## config.mk

```make
export PLATFORM = sky130hd
export DESIGN_NAME = pipe_controller
export DESIGN_NICKNAME = d
export VERILOG_FILES = /design/src/rtl/pipe_controller.sv
export SDC_FILE = /design/constraint.sdc
export NUM_CORES = 1
export LEC_CHECK = 0
export CAP_MARGIN = 20
export CORE_UTILIZATION = 39
export CTS_CLUSTER_DIAMETER = 30
export DETAILED_ROUTE_END_ITERATION = 12
export PLACE_DENSITY = 0.75
export SYNTH_ARGS = -nofsm -noshare
export SYNTH_HDL_FRONTEND = slang
export SYNTH_SLANG_ARGS = --single-unit
```

## constraint.sdc

```tcl
create_clock -name clk -period 2.1 [get_ports clk]
set_clock_uncertainty 0.2 [all_clocks]
set_input_delay 0.42 -clock clk [delete_from_list [all_inputs] [get_ports clk]]
set_output_delay 0.42 -clock clk [all_outputs]
set_load 0.005 [all_outputs]
```

## src/rtl/pipe_controller.sv

```systemverilog
// Main controller for the five-stage MIPS pipeline: D-stage decode, E/M/W control
// pipeline registers, and the mult/div busy counter that drives the D-stage stall.
module pipe_controller #(
    parameter int MULT_LAT = 5,
    parameter int DIV_LAT  = 10
) (
    input  logic        clk,
    input  logic        rst_n,
    input  logic [31:0] instr_d,
    input  logic        stall_ext,
    output logic        stall_d,
    output logic [2:0]  npc_sel_d,
    output logic [1:0]  cmp_op_d,
    output logic        ext_op_d,
    output logic [3:0]  alu_op_e,
    output logic [1:0]  alu_src_e,
    output logic [2:0]  md_op_e,
    output logic        md_start_e,
    output logic        md_busy,
    output logic        reg_write_e,
    output logic        reg_write_m,
    output logic        reg_write_w,
    output logic [1:0]  wa_sel_e,
    output logic [1:0]  wa_sel_m,
    output logic [1:0]  wa_sel_w,
    output logic [1:0]  wd_sel_m,
    output logic [1:0]  wd_sel_w,
    output logic        mem_read_m,
    output logic        mem_write_m
);

    typedef struct packed {
        logic       reg_write;
        logic [1:0] wa_sel;
        logic [1:0] wd_sel;
        logic [3:0] alu_op;
        logic [1:0] alu_src;
        logic [2:0] md_op;
        logic       mem_read;
        logic       mem_write;
    } ctrl_t;

    localparam logic [5:0] OP_RTYPE = 6'b000000, OP_ORI  = 6'b001101, OP_ANDI = 6'b001100,
                           OP_ADDIU = 6'b001001, OP_LUI  = 6'b001111, OP_LW   = 6'b100011,
                           OP_SW    = 6'b101011, OP_BEQ  = 6'b000100, OP_BNE  = 6'b000101,
                           OP_J     = 6'b000010, OP_JAL  = 6'b000011;

    localparam logic [5:0] FN_ADDU = 6'b100001, FN_SUBU = 6'b100011, FN_AND  = 6'b100100,
                           FN_OR   = 6'b100101, FN_SLT  = 6'b101010, FN_SLL  = 6'b000000,
                           FN_JR   = 6'b001000, FN_JALR = 6'b001001, FN_MFHI = 6'b010000,
                           FN_MTHI = 6'b010001, FN_MFLO = 6'b010010, FN_MTLO = 6'b010011,
                           FN_MULT = 6'b011000, FN_MULTU = 6'b011001, FN_DIV = 6'b011010,
                           FN_DIVU = 6'b011011;

    localparam logic [3:0] ALU_ADD = 4'd0, ALU_SUB = 4'd1, ALU_SLL = 4'd2, ALU_OR = 4'd3,
                           ALU_LUI = 4'd4, ALU_LINK = 4'd5, ALU_AND = 4'd6, ALU_SLT = 4'd7;
    localparam logic [1:0] SRC_IMM = 2'd1, SRC_PC = 2'd2;
    localparam logic [1:0] WA_RT = 2'd0, WA_RD = 2'd1, WA_RA = 2'd2;
    localparam logic [1:0] WD_MEM = 2'd1, WD_HI = 2'd2, WD_LO = 2'd3;
    localparam logic [2:0] MD_MULT = 3'd1, MD_MULTU = 3'd2, MD_DIV = 3'd3, MD_DIVU = 3'd4,
                           MD_MTHI = 3'd5, MD_MTLO = 3'd6;

    localparam logic [3:0] MULT_CNT = 4'(MULT_LAT);
    localparam logic [3:0] DIV_CNT  = 4'(DIV_LAT);

    logic [5:0] opcode;
    logic [5:0] funct;
    ctrl_t      ctrl_d;
    logic       md_class_d;
    logic       md_hazard;
    ctrl_t      stage_reg [3];
    logic [3:0] md_count_reg;
    logic       unused_bits;

    assign opcode = instr_d[31:26];
    assign funct  = instr_d[5:0];

    always_comb begin
        ctrl_d     = '0;
        npc_sel_d  = 3'd0;
        cmp_op_d   = 2'd0;
        ext_op_d   = 1'b0;
        md_class_d = 1'b0;
        if (opcode == OP_RTYPE) begin
            case (funct)
                FN_ADDU: begin ctrl_d.reg_write = 1'b1; ctrl_d.wa_sel = WA_RD; ctrl_d.alu_op = ALU_ADD; end
                FN_SUBU: begin ctrl_d.reg_write = 1'b1; ctrl_d.wa_sel = WA_RD; ctrl_d.alu_op = ALU_SUB; end
                FN_AND:  begin ctrl_d.reg_write = 1'b1; ctrl_d.wa_sel = WA_RD; ctrl_d.alu_op = ALU_AND; end
                FN_OR:   begin ctrl_d.reg_write = 1'b1; ctrl_d.wa_sel = WA_RD; ctrl_d.alu_op = ALU_OR;  end
                FN_SLT:  begin ctrl_d.reg_write = 1'b1; ctrl_d.wa_sel = WA_RD; ctrl_d.alu_op = ALU_SLT; end
                FN_SLL:  begin ctrl_d.reg_write = 1'b1; ctrl_d.wa_sel = WA_RD; ctrl_d.alu_op = ALU_SLL; end
                FN_JR:   npc_sel_d = 3'd3;
                FN_JALR: begin
                    npc_sel_d        = 3'd3;
                    ctrl_d.reg_write = 1'b1;
                    ctrl_d.wa_sel    = WA_RD;
                    ctrl_d.alu_op    = ALU_LINK;
                    ctrl_d.alu_src   = SRC_PC;
                end
                FN_MFHI: begin md_class_d = 1'b1; ctrl_d.reg_write = 1'b1; ctrl_d.wa_sel = WA_RD; ctrl_d.wd_sel = WD_HI; end
                FN_MFLO: begin md_class_d = 1'b1; ctrl_d.reg_write = 1'b1; ctrl_d.wa_sel = WA_RD; ctrl_d.wd_sel = WD_LO; end
                FN_MTHI:  begin md_class_d = 1'b1; ctrl_d.md_op = MD_MTHI;  end
                FN_MTLO:  begin md_class_d = 1'b1; ctrl_d.md_op = MD_MTLO;  end
                FN_MULT:  begin md_class_d = 1'b1; ctrl_d.md_op = MD_MULT;  end
                FN_MULTU: begin md_class_d = 1'b1; ctrl_d.md_op = MD_MULTU; end
                FN_DIV:   begin md_class_d = 1'b1; ctrl_d.md_op = MD_DIV;   end
                FN_DIVU:  begin md_class_d = 1'b1; ctrl_d.md_op = MD_DIVU;  end
                default: ;
            endcase
        end else begin
            case (opcode)
                OP_ORI:   begin ctrl_d.reg_write = 1'b1; ctrl_d.alu_op = ALU_OR;  ctrl_d.alu_src = SRC_IMM; end
                OP_ANDI:  begin ctrl_d.reg_write = 1'b1; ctrl_d.alu_op = ALU_AND; ctrl_d.alu_src = SRC_IMM; end
                OP_ADDIU: begin
                    ext_op_d = 1'b1; ctrl_d.reg_write = 1'b1; ctrl_d.alu_op = ALU_ADD; ctrl_d.alu_src = SRC_IMM;
                end
                OP_LUI:   begin ctrl_d.reg_write = 1'b1; ctrl_d.alu_op = ALU_LUI; ctrl_d.alu_src = SRC_IMM; end
                OP_LW: begin
                    ext_op_d         = 1'b1;
                    ctrl_d.reg_write = 1'b1;
                    ctrl_d.wa_sel    = WA_RT;
                    ctrl_d.wd_sel    = WD_MEM;
                    ctrl_d.alu_src   = SRC_IMM;
                    ctrl_d.mem_read  = 1'b1;
                end
                OP_SW:  begin ext_op_d = 1'b1; ctrl_d.alu_src = SRC_IMM; ctrl_d.mem_write = 1'b1; end
                OP_BEQ: begin ext_op_d = 1'b1; npc_sel_d = 3'd1; cmp_op_d = 2'd1; end
                OP_BNE: begin ext_op_d = 1'b1; npc_sel_d = 3'd1; cmp_op_d = 2'd2; end
                OP_J:   npc_sel_d = 3'd2;
                OP_JAL: begin
                    npc_sel_d        = 3'd2;
                    ctrl_d.reg_write = 1'b1;
                    ctrl_d.wa_sel    = WA_RA;
                    ctrl_d.alu_op    = ALU_LINK;
                    ctrl_d.alu_src   = SRC_PC;
                end
                default: ;
            endcase
        end
    end

    // Any md-class instruction must wait in D while the MD unit is occupied.
    assign md_hazard = md_class_d & md_busy;
    assign stall_d   = stall_ext | md_hazard;

    // A stalled D stage injects a bubble into E; E, M and W always advance.
    always_ff @(posedge clk or negedge rst_n) begin
        if (!rst_n) begin
            for (int i = 0; i < 3; i++) stage_reg[i] <= '0;
        end else begin
            stage_reg[0] <= stall_d ? ctrl_t'('0) : ctrl_d;
            for (int i = 1; i < 3; i++) stage_reg[i] <= stage_reg[i-1];
        end
    end

    assign md_start_e = (md_op_e >= MD_MULT) && (md_op_e <= MD_DIVU);

    always_ff @(posedge clk or negedge rst_n) begin
        if (!rst_n)
            md_count_reg <= 4'd0;
        else if (md_start_e)
            md_count_reg <= (md_op_e == MD_MULT || md_op_e == MD_MULTU) ? MULT_CNT : DIV_CNT;
        else if (md_count_reg != 4'd0)
            md_count_reg <= md_count_reg - 4'd1;
    end

    assign md_busy = md_start_e | (md_count_reg != 4'd0);

    assign alu_op_e    = stage_reg[0].alu_op;
    assign alu_src_e   = stage_reg[0].alu_src;
    assign md_op_e     = stage_reg[0].md_op;
    assign reg_write_e = stage_reg[0].reg_write;
    assign wa_sel_e    = stage_reg[0].wa_sel;
    assign reg_write_m = stage_reg[1].reg_write;
    assign wa_sel_m    = stage_reg[1].wa_sel;
    assign wd_sel_m    = stage_reg[1].wd_sel;
    assign mem_read_m  = stage_reg[1].mem_read;
    assign mem_write_m = stage_reg[1].mem_write;
    assign reg_write_w = stage_reg[2].reg_write;
    assign wa_sel_w    = stage_reg[2].wa_sel;
    assign wd_sel_w    = stage_reg[2].wd_sel;

    assign unused_bits = ^{instr_d[25:6], stage_reg[0], stage_reg[1], stage_reg[2]};

endmodule

```

### Word-level counts from Yosys, hierarchy flattened

Index checks and enable logic that the tools add are counted.

* add/subtract/negate cells: 1
* $mul: 0
* divide/modulo/power cells: 0
* $lt $le $gt $ge: 2
* equality and inequality tests: 27
* shifts and indexed selects: 0
* muxes and demuxes: 28
* bitwise logic cells: 3
* reductions and logical operators: 14

Operator list (count)
* 6-bit by 5-bit == test with 1-bit output (second input constant): 8
* 6-bit == test (second input constant): 7
* 6-bit by 4-bit == test with 1-bit output (second input constant): 6
* 3-bit one-hot mux with 6 select lines: 2
* 16-bit two-way mux: 1
* 2-bit one-hot mux with 2 select lines: 4
* 6-bit by 2-bit == test with 1-bit output (second input constant): 2
* 6-bit by 3-bit == test with 1-bit output (second input constant): 2
* 6-bit zero test: 2
* 2-bit two-way mux: 6
* 4-bit two-way mux: 3
* 3-bit one-hot mux with 4 select lines: 1
* 6-bit OR reduction: 2
* 11-bit two-way mux: 1
* 9-bit OR reduction: 1
* 1-bit two-way mux: 8
* 8-bit OR reduction: 1
* 3-bit two-way mux: 2
* 2-bit OR reduction: 3
* 5-bit OR reduction: 1
* 4-bit nonzero test: 1
* 4-bit by 1-bit subtractor with 4-bit output (second input constant): 1
* 3-bit by 1-bit == test with 1-bit output (second input constant): 1
* 3-bit by 2-bit == test with 1-bit output (second input constant): 1
* 7 further kinds: 8

* register bits: 32
* latch bits: 0
* memory bits (writable): 0
* memory bits (read-only): 0
* bits of input ports: 35
* output and inout port bits: 33
* logic and storage cells: 92
* memories kept: 0

### Depth between registers and ports, before layout

* depth in word-level cells: 7
* gate-level depth with buffers: 6
* gate-level depth less buffers: 6

### Worst setup path before layout

No wires, ideal clock.

* path kind: in2out
* start: in instr_d[28]
* end: out stall_d
* data arrival time: 1488 ps
* data required time: 1480 ps
* setup slack: -8 ps
* stages: 4
* path buffers: 1
* path through: buf_4 > nor4_4 > nand2_2 > o31ai_1

* word-level cells in the longest chain between the ends: 4

RTL lines
* start: declaration: line 9 `input logic [31:0] instr_d,`
* 6-bit zero test: line 84 `if (opcode == OP_RTYPE) begin`
* 1-bit two-way mux: line 84
* 1-bit AND: line 143 `assign md_hazard = md_class_d & md_busy;`
* 1-bit bitwise OR: line 144 `assign stall_d = stall_ext | md_hazard;`
* end: declaration: line 11 `output logic stall_d,`

No other way between the ends.

### Worst setup path after layout

* start: reg stage_reg, in the netlist md_op_e[1]
* end: out stall_d

* word-level cells in the longest chain between the ends: 5
* elaborated cells on any way between the ends: 6
* classes of those cells: order compare (2); bitwise (3); reduce/logical (1)

RTL lines
* start: declaration: line 71 `ctrl_t stage_reg [3];`
* 3-bit by 1-bit greater-or-equal comparator with 1-bit output / 3-bit <= comparator (equally long branches): line 156 `assign md_start_e = (md_op_e >= MD_MULT) && (md_op_e <= MD_DIVU);`
* 1-bit logical AND (*): line 156
* 1-bit bitwise OR (*): line 167 `assign md_busy = md_start_e | (md_count_reg != 4'd0);`
* 1-bit AND (*): line 143
* 1-bit bitwise OR (*): line 144

Mark *: on every way between the ends. The rest lies on a longest branch, timed or not.

==> metrics.txt <==
fin cells 324; pin count of the biggest net entering global routing 32; via count between 1500 and 2000; Seq cells post-synth 31; Layout Utilization 61.2%; status finished, violations left; PwrDens 694 nW/um2; drt first pass iters 4; CP delay by family, top compound AO/OA/AOI/OAI gates; Crit Path Class flip-flop to output port; Worst-path clk slew approximately 0.060 ns; share of layout cells above drive strength 1 between 30 and 40%; Worst Setup End Kind output port; initial antenna violation count 0; data arrival time of the critical path roughly 1.6 ns; clock latency on the worst-skew pair 0.28 ns; placed insts ~300; Max Fclk 455 MHz; Fin. Hold Viols 0; number of synthesized flops with an enable pin 0; Clock Root Buffer clkbuf_8; Final period util 105%; die height slightly below 70 um; register area between 700 and 800 um2; pre-CTS setup slack -0.743 ns; Crit path required time ~1.5 ns; Final ANT Viol Nets 0; Syn-to-layout area delta 50.7%; Final Slew Violations 0; die area a little under 5000 um2; Cell variety after synth 50; worst-path fanout max 2; asr flop ratio synth 100%; GRT Total Usage 17.7%; crit path time final ~2.2 ns; grt ovf 0; Top FF cell, synth dfrtp_1; Largest stage delay, worst path 0.39 ns; Post-Syn Area 1770 um2; Mapped Cells between 150 and 200; Routed Wire Length slightly above 4000 um; cell depth of the worst flop-to-flop path 7; critical path launch point type flip-flop; clock sink count 31; Mean Syn Cell Area 9.35 um2; port bufs 45; Crit path depth 5; Filler cells roughly 370; width of the die a little under 70 um; TritonCTS Buffers 5; Core Region 4350 um2; clk buf depth 2; H-tree lvl count 2; Rows 24; maximum VDD drop 0.000295 V; Hold Path Stages 0; Synth Warn # 0; detailed placement HPWL slightly below 3000 um; final setup fails 3; Initial Util between 40 and 50%; worst setup margin -0.0989 ns; vias in the first global route 1504; RSZ-0062 raised after global routing yes; global-route wire length before repair about 6700 um; DR DRC count 0; Max Cap Viol 0; crit-path cells o21a_1 -> o211a_4 -> buf_6 -> o31ai_4 -> buf_2; routed len/inst 12.5 um; TritonCTS clock tree built; multi-input logic area a little over 800 um2; static leakage roughly 1.2 nW; ANT cells 0; post-layout total power about 1.8 mW; Layout Nets roughly 310; Iteration-0 DRC Markers 83; GP Congestion a little under 0.9; sequential-to-total area share from yosys stat a little over two fifths; Top Ports just under 70; Hold Crit Class flip-flop to flip-flop; CP max-delay cell dfrtp_1; failing checks setup timing; hold buffers post-CTS 0; WP buf/inv 2; vias per cell just over 5
## through the flow
stage	instance area [um2]	TNS (ns)	hold WS (ns)
after floorplan	1780	0	-0.0756
after global placement	2440	-7.49	0.134
after detailed placement	2440	-7.77	0.136
after CTS	2660	-0.239	0.148
after global routing	2670	-0.335	0.149
final	2670	-0.199	0.145
## cell usage in the layout, fill, tap and decap left out, types with 2 or more instances in the layout
master / count
clkdlybuf4s15_2: 2
buf_4: 54
inv_1: 7
clkdlybuf4s15_1: 3
and2_1: 2
a31oi_1: 3
nand2_1: 12
buf_2: 8
ha_1: 2
nand2_2: 2
nand2b_1: 6
a21oi_1: 7
nor2b_1: 3
a211oi_1: 5
clkdlybuf4s50_1: 26
dfrtp_1: 31
buf_6: 6
conb_1: 2
nor3_1: 7
nand3_1: 2
clkbuf_2: 2
o21a_1: 2
clkbuf_8: 6
nor2_1: 16
nor2_2: 2
or4_4: 2
o21ai_0: 6
dlygate4sd2_1: 3
nand3b_1: 6
nor4_1: 4
## where the power goes
group / switching, mW / leakage [nW] / internal [mW]
clock network: 0.213 / 0.0612 / 0.383
logic: 0.276 / 0.756 / 0.308
registers: 0.0244 / 0.424 / 0.644
total: 0.513 / 1.24 / 1.34
## what timing repair did
item                       4_1_cts  5_1_grt
resized for setup               68        7
setup buffers                   10        2
pin swaps                       18        8
setup endpoints to repair       14       12
## cell families (layout without fill, tap and decap cells)
kind of cell	Yosys count	count (layout)	synth area share (%)
XOR/XNOR	2	2	0.991
adder cells (fa/ha/maj)	2	2	1.42
AND/OR/NAND/NOR	76	76	24.2
other	1	2	0.212
buffers and inverters	38	120	13.4
flip-flops	31	31	43.9
AO/OA/AOI/OAI	39	39	15.9
## worst paths after layout
kind / from / endpoint / slack [ns]
max: md_op_e[1] / stall_d / -0.1
min in group asynchronous: rst_n / wa_sel_w[1] / 0.33
min reg2reg: stage_reg[43] / wd_sel_m[0] / 0.15
max reg2reg: md_op_e[1] / md_op_e[1] / 0.01
max in group asynchronous: rst_n / alu_src_e[0] / 1.10
min: stage_reg[43] / wd_sel_m[0] / 0.15
## worst reg2reg max path, stage by stage, from the launching register on
cell and delay, ns:
dfrtp_1 0.39, buf_4 0.16, nor3_4 0.21, o211a_4 0.20
buf_6 0.09, inv_2 0.05, or4_4 0.52, a311oi_2 0.19
## metal layers
metal / vias up / global-route usage, % / wire length (um) / part of all wire, %
li1: 801 / - / - / -
met1: 777 / 22.3 / 1800 / 45
met2: 62 / 28.2 / 1920 / 47
met3: 12 / 4.36 / 214 / 5.3
met4: 0 / 8.84 / 106 / 2.6
met5: - / 0 / 0 / 0
## synth_stat cells, types with 2 or more instances
cell type / number / area share (%)
dfrtp_1: 31 / 44
buf_4: 21 / 8.9
nor2_1: 18 / 3.8
nand2_1: 13 / 2.8
a21oi_1: 8 / 2.3
inv_1: 7 / 1.5
nand2b_1: 7 / 2.5
nor3_1: 7 / 2.0
o21ai_0: 7 / 2.0
clkbuf_1: 6 / 1.3
nand3b_1: 6 / 2.5
a211oi_1: 5 / 2.1
nor4_1: 4 / 1.4
a31oi_1: 3 / 1.1
nor2b_1: 3 / 1.1
and2_1: 2 / 0.71
buf_6: 2 / 1.3
ha_1: 2 / 1.4
nand3_1: 2 / 0.57
nor3b_1: 2 / 0.85
o21a_1: 2 / 0.85
o31ai_1: 2 / 0.85
or2_2: 2 / 0.71
## final cells by class
| type | count | area share [%] |
|---|---|---|
| repair buffers | 104 | 32.3 |
| clock buffers | 6 | 3.10 |
| multi-input cells | 121 | 30.6 |
| flip-flops and latches | 31 | 29.1 |
| well taps | 52 | 2.44 |
| inverters | 8 | 1.13 |
| clock inverters | 2 | 1.31 |
No activity file was read; power rests on OpenSTA's default activity.
